File: config.mk
export PLATFORM = sky130hd
export DESIGN_NAME = alu_pipe
export DESIGN_NICKNAME = d
export VERILOG_FILES = /design/src/rtl/alu_pkg.sv /design/src/rtl/alu_mul_iter.sv /design/src/rtl/alu_pipe.sv
export SDC_FILE = /design/constraint.sdc
export NUM_CORES = 1
export LEC_CHECK = 0
export ABC_AREA = 1
export CORE_UTILIZATION = 55
export CTS_CLUSTER_DIAMETER = 200
export DETAILED_ROUTE_END_ITERATION = 12
export PLACE_DENSITY = 0.87
export SLEW_MARGIN = 20
export SYNTH_ARGS = -nofsm -noshare
export SYNTH_HDL_FRONTEND = slang
export SYNTH_SLANG_ARGS = --single-unit
File: constraint.sdc
create_clock -name Clk -period 1.6 [get_ports Clk]
set_input_delay 0.16 -clock Clk [delete_from_list [all_inputs] [get_ports Clk]]
set_output_delay 0.16 -clock Clk [all_outputs]
set_load 0.02 [all_outputs]
File: src/rtl/alu_pkg.sv
// alu_pkg
//   Shared types for the alu_pipe block: opcode encoding, flag bundle,
//   control-state encoding and bit positions of each flag on the Flags bus.
//   Used by alu_pipe and its testbench. The multiply opcode only executes
//   when the design is built with ALU_MUL_EN defined.
package alu_pkg;

  typedef enum logic [3:0] {
    OP_ADD = 4'd0,
    OP_SUB = 4'd1,
    OP_AND = 4'd2,
    OP_OR  = 4'd3,
    OP_XOR = 4'd4,
    OP_SLT = 4'd5,
    OP_SLL = 4'd6,
    OP_SRL = 4'd7,
    OP_SRA = 4'd8,
    OP_MUL = 4'd9
  } alu_op_t;

  // Field order gives the Flags bus layout {err, n, z, c, v}.
  typedef struct packed {
    logic err;
    logic n;
    logic z;
    logic c;
    logic v;
  } alu_flags_t;

  typedef enum logic {
    ST_IDLE     = 1'b0,
    ST_MUL_BUSY = 1'b1
  } alu_state_t;

  localparam int FLAG_ERR = 4;
  localparam int FLAG_N   = 3;
  localparam int FLAG_Z   = 2;
  localparam int FLAG_C   = 1;
  localparam int FLAG_V   = 0;

endpackage

File: src/rtl/alu_mul_iter.sv
// alu_mul_iter
//   Iterative shift-add multiplier returning the low WIDTH bits of the
//   unsigned product. A start pulse loads the operands; one partial product
//   is accumulated per clock for WIDTH clocks. 'done' is high during the
//   final step and 'product' then carries the completed value, so the
//   consumer can capture the result on the same edge that finishes it.
//   Ports:
//     clk      rising-edge clock
//     rst_n    asynchronous active-low reset (clears all state)
//     start    load a, b and begin (ignored by design while busy)
//     a, b     multiplicand / multiplier
//     done     final step in progress this cycle
//     product  low WIDTH bits of a*b, valid while done is high
module alu_mul_iter #(
  parameter int WIDTH = 32
) (
  input  logic             clk,
  input  logic             rst_n,
  input  logic             start,
  input  logic [WIDTH-1:0] a,
  input  logic [WIDTH-1:0] b,
  output logic             done,
  output logic [WIDTH-1:0] product
);

  localparam int CW = $clog2(WIDTH) + 1;

  logic [WIDTH-1:0] acc_reg;
  logic [WIDTH-1:0] mcand_reg;
  logic [WIDTH-1:0] mplier_reg;
  logic [CW-1:0]    count_reg;
  logic [WIDTH-1:0] acc_next;

  // Only the low WIDTH product bits are kept, so the multiplicand may
  // simply shift its top bits away.
  assign acc_next = acc_reg + (mplier_reg[0] ? mcand_reg : '0);
  assign done     = (count_reg == CW'(1));
  assign product  = acc_next;

  always_ff @(posedge clk or negedge rst_n) begin
    if (!rst_n) begin
      acc_reg    <= '0;
      mcand_reg  <= '0;
      mplier_reg <= '0;
      count_reg  <= '0;
    end else if (start) begin
      acc_reg    <= '0;
      mcand_reg  <= a;
      mplier_reg <= b;
      count_reg  <= CW'(WIDTH);
    end else if (count_reg != '0) begin
      acc_reg    <= acc_next;
      mcand_reg  <= mcand_reg << 1;
      mplier_reg <= mplier_reg >> 1;
      count_reg  <= count_reg - CW'(1);
    end
  end

endmodule

File: src/rtl/alu_pipe.sv
// alu_pipe
//   Handshaked WIDTH-bit ALU with a registered result and status flags.
//   Single-cycle ops complete on the edge that accepts them; a full output
//   register that is being taken on the same edge is reloaded without a
//   bubble. Configuration macro ALU_MUL_EN adds an iterative multiply
//   (opcode 9, WIDTH cycles); without it opcode 9 is reported as illegal.
//   Ports:
//     Clk        rising-edge clock
//     Rst_n      asynchronous active-low reset
//     In_Valid   operation presented
//     In_Ready   operation can be accepted this cycle
//     Op         opcode (alu_pkg::alu_op_t)
//     ArgA/ArgB  operands; shifts use ArgB[SHW-1:0]
//     Out_Valid  Result/Flags valid, held until taken
//     Out_Ready  consumer takes the result
//     Result     operation result
//     Flags      {Err, N, Z, C, V}
module alu_pipe
  import alu_pkg::*;
#(
  parameter int WIDTH = 32
) (
  input  logic             Clk,
  input  logic             Rst_n,
  input  logic             In_Valid,
  output logic             In_Ready,
  input  logic [3:0]       Op,
  input  logic [WIDTH-1:0] ArgA,
  input  logic [WIDTH-1:0] ArgB,
  output logic             Out_Valid,
  input  logic             Out_Ready,
  output logic [WIDTH-1:0] Result,
  output logic [4:0]       Flags
);

  localparam int SHW = $clog2(WIDTH);

  // Held low through reset and for the first clock after release so the
  // upstream stage never sees a ready that coincides with reset removal.
  logic             ready_reg;
  alu_state_t       state_cur;

  logic             out_valid_reg;
  logic [WIDTH-1:0] result_reg;
  alu_flags_t       flags_reg;

  logic             in_fire;
  logic             out_fire;
  logic             is_mul;

  logic [WIDTH:0]   add_full;
  logic [WIDTH:0]   sub_full;
  logic [WIDTH-1:0] alu_res;
  alu_flags_t       alu_flg;

  logic             load_en;
  logic [WIDTH-1:0] load_res;
  alu_flags_t       load_flg;

  assign In_Ready = ready_reg && (state_cur == ST_IDLE) && (!out_valid_reg || Out_Ready);
  assign in_fire  = In_Valid && In_Ready;
  assign out_fire = out_valid_reg && Out_Ready;

  // Combinational op mux, arithmetic carried at WIDTH+1 bits.
  always_comb begin
    add_full = {1'b0, ArgA} + {1'b0, ArgB};
    sub_full = {1'b0, ArgA} + {1'b0, ~ArgB} + {{WIDTH{1'b0}}, 1'b1};
    alu_res  = '0;
    alu_flg  = '0;
    case (Op)
      OP_ADD: begin
        alu_res   = add_full[WIDTH-1:0];
        alu_flg.c = add_full[WIDTH];
        alu_flg.v = (ArgA[WIDTH-1] == ArgB[WIDTH-1]) && (add_full[WIDTH-1] != ArgA[WIDTH-1]);
      end
      OP_SUB: begin
        alu_res   = sub_full[WIDTH-1:0];
        alu_flg.c = sub_full[WIDTH];
        alu_flg.v = (ArgA[WIDTH-1] != ArgB[WIDTH-1]) && (sub_full[WIDTH-1] != ArgA[WIDTH-1]);
      end
      OP_AND: alu_res = ArgA & ArgB;
      OP_OR:  alu_res = ArgA | ArgB;
      OP_XOR: alu_res = ArgA ^ ArgB;
      OP_SLT: alu_res = {{(WIDTH-1){1'b0}}, ($signed(ArgA) < $signed(ArgB))};
      OP_SLL: alu_res = ArgA << ArgB[SHW-1:0];
      OP_SRL: alu_res = ArgA >> ArgB[SHW-1:0];
      OP_SRA: alu_res = $unsigned($signed(ArgA) >>> ArgB[SHW-1:0]);
`ifdef ALU_MUL_EN
      // Result comes from the multiplier; this path is never loaded.
      OP_MUL: alu_res = '0;
`endif
      default: alu_flg.err = 1'b1;
    endcase
    if (!alu_flg.err) begin
      alu_flg.n = alu_res[WIDTH-1];
      alu_flg.z = (alu_res == '0);
    end
  end

`ifdef ALU_MUL_EN
  alu_state_t       state_reg;
  alu_state_t       state_next;
  logic             mul_start;
  logic             mul_done;
  logic [WIDTH-1:0] mul_prod;

  assign is_mul    = (Op == OP_MUL);
  assign state_cur = state_reg;

  alu_mul_iter #(
    .WIDTH (WIDTH)
  ) u_mul (
    .clk     (Clk),
    .rst_n   (Rst_n),
    .start   (mul_start),
    .a       (ArgA),
    .b       (ArgB),
    .done    (mul_done),
    .product (mul_prod)
  );

  always_ff @(posedge Clk or negedge Rst_n) begin
    if (!Rst_n) begin
      state_reg <= ST_IDLE;
    end else begin
      state_reg <= state_next;
    end
  end

  always_comb begin
    state_next = state_reg;
    mul_start  = 1'b0;
    case (state_reg)
      ST_IDLE: begin
        if (in_fire && is_mul) begin
          state_next = ST_MUL_BUSY;
          mul_start  = 1'b1;
        end
      end
      ST_MUL_BUSY: begin
        if (mul_done) begin
          state_next = ST_IDLE;
        end
      end
      default: state_next = ST_IDLE;
    endcase
  end
`else
  assign is_mul    = 1'b0;
  assign state_cur = ST_IDLE;
`endif

  // A multiply start does not touch the output register, so a pending
  // result may drain on the same edge that launches the multiply.
  always_comb begin
    load_en  = in_fire && !is_mul;
    load_res = alu_res;
    load_flg = alu_flg;
`ifdef ALU_MUL_EN
    if (mul_done) begin
      load_en      = 1'b1;
      load_res     = mul_prod;
      load_flg     = '0;
      load_flg.n   = mul_prod[WIDTH-1];
      load_flg.z   = (mul_prod == '0);
    end
`endif
  end

  always_ff @(posedge Clk or negedge Rst_n) begin
    if (!Rst_n) begin
      ready_reg     <= 1'b0;
      out_valid_reg <= 1'b0;
      result_reg    <= '0;
      flags_reg     <= '0;
    end else begin
      ready_reg <= 1'b1;
      if (load_en) begin
        out_valid_reg <= 1'b1;
        result_reg    <= load_res;
        flags_reg     <= load_flg;
      end else if (out_fire) begin
        out_valid_reg <= 1'b0;
      end
    end
  end

  assign Out_Valid       = out_valid_reg;
  assign Result          = result_reg;
  assign Flags[FLAG_ERR] = flags_reg.err;
  assign Flags[FLAG_N]   = flags_reg.n;
  assign Flags[FLAG_Z]   = flags_reg.z;
  assign Flags[FLAG_C]   = flags_reg.c;
  assign Flags[FLAG_V]   = flags_reg.v;

endmodule

==> impl_metrics.ini, run 1 <==
[outcome]
status = did not finish
haltStage = global routing
firstError = [ERROR GRT-0116] Global routing finished with congestion. Check the congestion regions in the DRC Viewer.

[die]
start_util = 0.561
fp.dieH_um = 146
die_x_um = 146
rows = 52
pin_count = 111

[synthesis]
yosys.area.top_type = nand2_1
yosysWarningCount = 0
synth_cell_type_count = 45
synth.net_count = 2359
synth_seq_cells = 39
async_flop_share = 1.00
ys.flop_type = dfrtp_1
netlist_top_cells_area = nand2_1 (23%), nand3_1 (20%), ha_1 (11%)
syn_area_per_cell_um2 = 5.21
netlist.area_leader.share = 0.235
seq_area_frac_synth = 0.0857
syn_inst = 2188
synth_enable_flop_cells = 0
syn_area_um2 = 11400

[global_route]
grt_pass1_vias = 26800
grt-ovfl-total = 1316
grt_pass1_wl_um = 166000
grt_max_degree = 60
grt_util_all_layers = 1.01

[placed_design]
io_buffers = 110
post_dp_cell_area_um2 = 16100
hpwl_um = 50800
gp_congestion = 1.24

[clocking]
htree_levels = 2
cts.root.buffer_cell = clkbuf_16
cts_made_buffers = 5
clk_path_buf_depth = 2
clkSinkCount = 39
what timing repair did:
action / in CTS
resized for setup: 723
gates cloned: 1
hold buffers: 1
setup endpoints to repair: 37
endpoints found under the hold margin: 25
pin swaps: 188
setup buffers: 70
layer usage:
metal	global-route usage	overflow
met5	0.780	2
met4	1.08	317
met3	0.884	47
met2	1.20	907
met1	0.933	43
logic make-up after synthesis:
family / after synthesis / share of synthesized area
and+or+nand+nor: 1472 / 0.558
buffers and inverters: 353 / 0.130
AOI/OAI and AO/OA: 221 / 0.114
adders and majority gates: 99 / 0.110
DFF: 39 / 0.0857
xor gates and xnor gates: 3 / 0.00231
other: 1 / 0.000329
metrics by stage:
| step | setup WS (ps) | hold WS [ps] | TNS, ps | util | instances |
|---|---|---|---|---|---|
| 2_1_floorplan | -561 | -136 | -7820 | - | 2188 |
| 3_3_place_gp | -1690 | 176 | -40260 | 0.792 | 2935 |
| 3_5_place_dp | -1710 | 198 | -45070 | 0.792 | 2935 |
| 4_1_cts | -623 | 440 | -14830 | 0.921 | 3015 |
Yosys cell counts (4+ instances only):
master and number:
clkbuf_1 23, buf_2 57, nand2_2 6, inv_1 237
o211ai_1 16, o21ai_0 55, nor3_1 36, o21ai_1 9
a21oi_1 85, a221oi_1 4, inv_2 10, buf_6 8
nand3_1 460, nand4_1 30, o221ai_1 4, o22ai_1 15
nand2_1 713, o21bai_1 12, ha_1 97, nand3_2 5
nor2_1 196, and2_1 10, buf_1 9, o21a_1 8
buf_4 7, nor2_2 4, dfrtp_1 39, nand3b_1 6
==> run 2, diff against run 1 <==
--- a/config.mk
+++ b/config.mk
@@ -6,10 +6,9 @@
 export NUM_CORES = 1
 export LEC_CHECK = 0
 export ABC_AREA = 1
-export CORE_UTILIZATION = 55
-export CTS_CLUSTER_DIAMETER = 200
+export CORE_UTILIZATION = 40
 export DETAILED_ROUTE_END_ITERATION = 12
-export PLACE_DENSITY = 0.87
+export PLACE_DENSITY_LB_ADDON = 0.15
 export SLEW_MARGIN = 20
 export SYNTH_ARGS = -nofsm -noshare
 export SYNTH_HDL_FRONTEND = slang
==> constraint.sdc (replaced) <==
create_clock -name Clk -period 2.1 [get_ports Clk]
set_input_delay 0.21 -clock Clk [delete_from_list [all_inputs] [get_ports Clk]]
set_output_delay 0.21 -clock Clk [all_outputs]
set_load 0.02 [all_outputs]
==> run 2 against run 1 <==
Compared with the run above:
- the flow now finishes, with violations (setup timing)
- synthesized area is the same
- synthesized cell count stayed put
==> impl_metrics.ini, run 2 <==
[synthesis]
seq_area_frac_synth = 0.0857
muxShareOfSynthArea = 0
synth_seq_cells = 39
yosys.area.top_type = nand2_1
synthAdderAreaFrac = 0.110
netlist_top_cells_area = nand2_1 (23%), nand3_1 (20%), ha_1 (11%)
synth-compound-area-share = 0.114
syn_area_um2 = 11400
synth_enable_flop_cells = 0
synth_cell_type_count = 45
yosysMostFrequentCell = nand2_1
syn_area_per_cell_um2 = 5.21
async_flop_share = 1.00
synth-simple-area-share = 0.558
syn_inst = 2188
synth_common_cells = nand2_1 (713), nand3_1 (460), inv_1 (237), nor2_1 (196), ha_1 (97)
synth.net_count = 2359
netlist.area_leader.share = 0.235
yosysWarningCount = 0
ys.flop_type = dfrtp_1
synth-xor-area-share = 0.00231
synth_top_family_by_area = simple AND/OR/NAND/NOR gates

[sta]
fmax_mhz = 412
rsz0062_at_grt = true
fin_ws_ps = -327
fin_worst_skew_ps = 8.64
finalCritPeriodShare = 1.16
setup_viol = 17
hold_ws_ps = 56.2
worst_pin_slew_ps = 942
setup_tns_ps = -1610
drv_slew = 0
fin_crit_ps = 2430
timing.final.hold_violations = 0
relSlewSlack = 0.372

[finish]
drive_gt1_frac = 0.428
fin_area_um2 = 19500
layout_commonest_cell = nand2_1
layout.nets = 2965
utilization = 0.700
largest_reg_flops = 32
area_growth_pct = 71.6
final_cell_mix = nand2_1 (563), buf_4 (547), nand3_1 (402), inv_1 (150), nand2_2 (128)
final_cells = 3173

[detailed_routing]
ant_nets = 0
drt_wl_total_um = 68200
drt_iter0_drc = 2731
via_count = 18300
route.detailed.drc = 0
drt_pre_antenna_iters = 6
routed_via_density = 5.76
avgRoutedWirePerCell_um = 21.5

[global_route]
grt-ovfl-total = 0
grt_pass1_vias = 16800
antenna_found_initial = 0
grt_util_all_layers = 0.453
grt_pass1_wl_um = 98800
grt_max_degree = 47

[worst_setup_path]
worst_path_max_delay_cell = nand3b_1
crit_type = input pin to flip-flop
cp_max_fo = 12
ff2ff_setup_slack_ps = 100
cp.required_ps = 2330
worstPathArrival_ps = 2660
cp_common_cell = nand2_1
setup.worst_path.start = Op[2]
cp-end-kind = flip-flop
cp-endpoint = Flags[2]
reg2regPathDepth = 14
crit_chain = dlygate4sd2_1 -> nand2_2 -> inv_2 -> nand2_2 -> buf_6 -> o22ai_1 -> a21oi_1 -> nand3_1 -> nand3b_1 -> nor2_2 -> nand2_1 -> nor2_1 -> nand2_1 -> nor2_1 -> nand3_1 -> nand2_1
cp.depth = 16
r2r_end = Flags[2]
critPathMaxStageDelay_ps = 340
cp-start-kind = input pin
crit_buf_inv = 3
rr_startpoint = Out_Valid
cp_top_family = simple AND/OR/NAND/NOR gates

[die]
rows = 61
design.die.area_um2 = 29200
fp.dieH_um = 171
core_area_um2 = 27900
pin_count = 111
start_util = 0.408
die_x_um = 171

[min_path]
hp-class = input pin to async pin

[power]
p_int_mw = 3.69
p_switching_mw = 3.55
ir_worst_vdd_v = 0.000362
power_density_nw_per_um2 = 370
power_frac_seq = 0.131
switching_share = 0.490
p_clk_frac = 0.109
power.leakage_nw = 10.0
power_mw = 7.24
pwr-share-comb = 0.760

[placed_design]
gp_congestion = 1.11
dpl.cell_count = 3079
io_buffers = 110
post_dp_cell_area_um2 = 16500
hpwl_um = 53100
pre_cts_ws_ps = -1340

[clocking]
cts_tree = yes
clk_path_buf_depth = 2
htree_levels = 2
cts.root.buffer_cell = clkbuf_16
cts_hold_buffers = 0
cts_made_buffers = 5
path_clk_slew_ps = 60
clk_latency_ps = 300
clkSinkCount = 39

[outcome]
violations = setup timing
status = finished, violations left

[run]
drv_cap = 0
## run 2: cell counts after synthesis
Identical to the previous run, type by type.
## run 2: cells by family (layout without fill, tap and decap cells)
logic type | after synthesis | in the layout
AOI/OAI and AO/OA | 221 | 221
and+or+nand+nor | 1472 | 1472
adders and majority gates | 99 | 99
DFF | 39 | 39
xor gates and xnor gates | 3 | 3
buffers and inverters | 353 | 959
other | 1 | 2
## run 2: final cells by class
type,instances,area [µm²]
clock buffer,6,139
antenna,1,2.50
fill,2462,8390
multi-input combinational,1796,11300
inverter,248,973
timing repair buffer,704,5720
clock inverter,1,5.00
tap,378,473
sequential,39,976
## run 2: worst register-to-register path: stages, from the launching register on
cell	delay (ps)
dfrtp_1	370
inv_1	70
o21a_1	120
nand2_1	160
a21oi_1	160
buf_4	170
nand4_1	100
nor2_1	100
buf_4	140
nand2_1	60
nor2_2	150
nand2_1	80
nor2_1	110
nand3_1	90
nand2_1	60
## run 2: what timing repair did
item | in CTS | in global routing
gates cloned | 0 | 2
setup endpoints to repair | 36 | 32
gates resized for setup | 588 | 282
setup buffers | 62 | 28
pin swaps | 148 | 105
## run 2: how the worst min path moves through the flow
| stage | end | cells after the start |
|---|---|---|
| 2_1_floorplan | Flags[0] | 0 |
| 3_3_place_gp | Result[10] | 1 |
| 3_5_place_dp | Result[4] | 1 |
| 4_1_cts | Result[5] | 1 |
| 5_1_grt | Result[9] | 1 |
| 6_report | Result[6] | 1 |
## run 2: metal layers
metal | GRT usage | wire length, µm | up-vias
met3 | 0.0955 | 7480 | 276
met4 | 0.285 | 5270 | 0
met2 | 0.671 | 27700 | 1251
met5 | 0 | 0 | -
met1 | 0.593 | 27700 | 8374
li1 | - | - | 8375
## run 2: power by group through the flow
| stage | clock network [mW] | registers, mW | logic (mW) |
|---|---|---|---|
| after global routing | 0.822 | 0.959 | 5.81 |
| after CTS | 0.795 | 0.947 | 4.96 |
| after detailed placement | 0 | 0.956 | 4.31 |
| final | 0.791 | 0.947 | 5.50 |
| after floorplan | 0 | 1.10 | 1.95 |
| after global placement | 0 | 0.947 | 4.28 |
No activity file was read; power rests on OpenSTA's default activity.
==> run 3, diff against run 2 <==
--- a/config.mk
+++ b/config.mk
@@ -9,7 +9,9 @@
 export CORE_UTILIZATION = 40
 export DETAILED_ROUTE_END_ITERATION = 12
 export PLACE_DENSITY_LB_ADDON = 0.15
+export SKIP_CTS_REPAIR_TIMING = 1
 export SLEW_MARGIN = 20
 export SYNTH_ARGS = -nofsm -noshare
 export SYNTH_HDL_FRONTEND = slang
+export SYNTH_HIERARCHICAL = 1
 export SYNTH_SLANG_ARGS = --single-unit
==> run 3 against run 2 <==
Compared with the run above:
- the run still ends with setup timing left
- total power is 0.26% lower
- clock power decreased by 0.5%
- sequential share of layout area about the same
- setup slack got worse by 110 ps
- register-to-register slack worse by 40 ps
- non-clock buffer count fell by 28
- wire length grew 0.74%
- sequential cell count is the same
- synthesized area unchanged
- cell area down 0.58%
- clock skew shrank 1.7 ps
==> impl_metrics.ini, run 3 <==
[synthesis]
async_flop_share = 1.00
synth_enable_flop_cells = 0
synth.net_count = 2359
syn_area_um2 = 11400
synth_seq_cells = 39
synth_common_cells = nand2_1 (713), nand3_1 (460), inv_1 (237), nor2_1 (196), ha_1 (97)
ys.flop_type = dfrtp_1
yosysWarningCount = 6
yosysMostFrequentCell = nand2_1
netlist_top_cells_area = nand2_1 (23%), nand3_1 (20%), ha_1 (11%)
synth_cell_type_count = 45
syn_area_per_cell_um2 = 5.21
seq_area_frac_synth = 0.0857
syn_inst = 2188
yosys.area.top_type = nand2_1
netlist.area_leader.share = 0.235

[detailed_routing]
ant_nets = 0
routed_via_density = 5.77
drt_pre_antenna_iters = 6
via_count = 18100
avgRoutedWirePerCell_um = 21.8
drt_iter0_drc = 2470
drt_wl_total_um = 68700
route.detailed.drc = 0

[worst_setup_path]
cp-start-kind = input pin
cp_max_fo = 4
cp.required_ps = 2330
cp-end-kind = flip-flop
crit_type = input pin to flip-flop
worstPathArrival_ps = 2770

[die]
rows = 61
die_x_um = 171
design.die.area_um2 = 29200
core_area_um2 = 27900
start_util = 0.408
pin_count = 111
fp.dieH_um = 171

[power]
ir_worst_vdd_v = 0.000366
power_density_nw_per_um2 = 372
power.leakage_nw = 10.2
power_mw = 7.22

[global_route]
antenna_found_initial = 0
grt_pass1_wl_um = 92600
grt-ovfl-total = 0
grt_util_all_layers = 0.427
grt_pass1_vias = 15700
grt_max_degree = 47

[sta]
fmax_mhz = 394
drv_slew = 0
fin_ws_ps = -438
worst_pin_slew_ps = 935
rsz0062_at_grt = true
fin_worst_skew_ps = 6.97
relSlewSlack = 0.376
finalCritPeriodShare = 1.21
timing.final.hold_violations = 0
setup_viol = 18
hold_ws_ps = 54.1
fin_crit_ps = 2540

[clocking]
path_clk_slew_ps = 60
clkSinkCount = 39
clk_latency_ps = 300
cts.root.buffer_cell = clkbuf_16
cts_made_buffers = 5
cts_tree = yes
clk_path_buf_depth = 2
htree_levels = 2

[min_path]
hp-class = input pin to async pin

[finish]
layout.nets = 2937
largest_reg_flops = 32
fin_area_um2 = 19400
layout_commonest_cell = nand2_1
drive_gt1_frac = 0.425
final_cell_mix = nand2_1 (546), buf_4 (527), nand3_1 (401), inv_1 (157), nand2_2 (136)
area_growth_pct = 70.6
antennaDiodeCount = 0

[outcome]
violations = setup timing
status = finished, violations left

[placed_design]
pre_cts_ws_ps = -1340
hpwl_um = 53100
post_dp_cell_area_um2 = 16500
gp_congestion = 1.11
io_buffers = 110

[run]
drv_cap = 0
## run 3: kinds of logic (layout without fill, tap and decap cells)
kind of cell,Yosys count,count (layout),share of synthesized area
and+or+nand+nor,1472,1472,0.558
buffers and inverters,353,931,0.130
AOI/OAI and AO/OA,221,221,0.114
adders and majority gates,99,99,0.110
DFF,39,39,0.0857
xor gates and xnor gates,3,3,0.00231
other,1,1,0.000329
## run 3: metrics by stage
stage,util,setup TNS [ps],cells
after floorplan,-,-157,2188
after global placement,0.589,-29510,3079
after detailed placement,0.589,-30240,3079
after CTS,0.594,-19610,3086
after global routing,0.696,-4670,3144
final,0.696,-2620,3144
## run 3: critical path, stage by stage
cell     delay (ps)
buf_12          110
ha_4            160
fa_2            400
inv_2            70
nand2_2          80
nand2_4         210
nand4_1         170
nand2_2         180
nand2_4          80
nand2_4          90
nand2_4          80
nand2_4          90
nand2_4          60
nand3_4          90
nand2_2          70
nor2_1          100
nand2_1          60
nor2_1          110
nand2_1          90
nor2_1          120
nand3_1          90
nand2_1          60
## run 3: final timing paths
| kind | startpoint | cells after the start | slack, ps | end |
|---|---|---|---|---|
| max in group asynchronous | Rst_n | 1 | 1450 | ready_reg |
| setup reg to reg | Out_Valid | 14 | 60 | Flags[2] |
| hold reg to reg | Result[30] | 2 | 480 | Result[30] |
| setup / recovery | ArgB[0] | 22 | -440 | Flags[2] |
| hold / removal | Rst_n | 1 | 50 | Result[7] |
| min in group Clk | Result[30] | 2 | 480 | Result[30] |
## run 3: layer usage
layer	wire, µm	vias up	global-route usage
met5	0	-	0
met4	4860	0	0.221
met3	8300	260	0.0766
met2	28100	1212	0.637
met1	27400	8348	0.581
li1	-	8310	-
## run 3: area by class of cell
class                      instances  area (µm²)
clock buffer                       6         139
clock inverter                     1        5.00
fill                            2493        8500
inverter                         248         957
multi-input combinational       1796       11300
sequential                        39         976
tap                              378         473
timing repair buffer             676        5610
## run 3: power breakdown
part / switching [mW] / leakage [nW] / internal [mW] / total [mW]
logic: 3.17 / 9.61 / 2.32 / 5.49
clock network: 0.323 / 0.0727 / 0.464 / 0.787
registers: 0.0746 / 0.507 / 0.873 / 0.948
==> run 4, diff against run 3 <==
--- a/config.mk
+++ b/config.mk
@@ -13,5 +13,4 @@
 export SLEW_MARGIN = 20
 export SYNTH_ARGS = -nofsm -noshare
 export SYNTH_HDL_FRONTEND = slang
-export SYNTH_HIERARCHICAL = 1
 export SYNTH_SLANG_ARGS = --single-unit
==> results of run 4 <==
No change in the layout: final DEF, timing and power equal those of run 3.
Among the figures that moved: Yosys warning count 6 -> 0
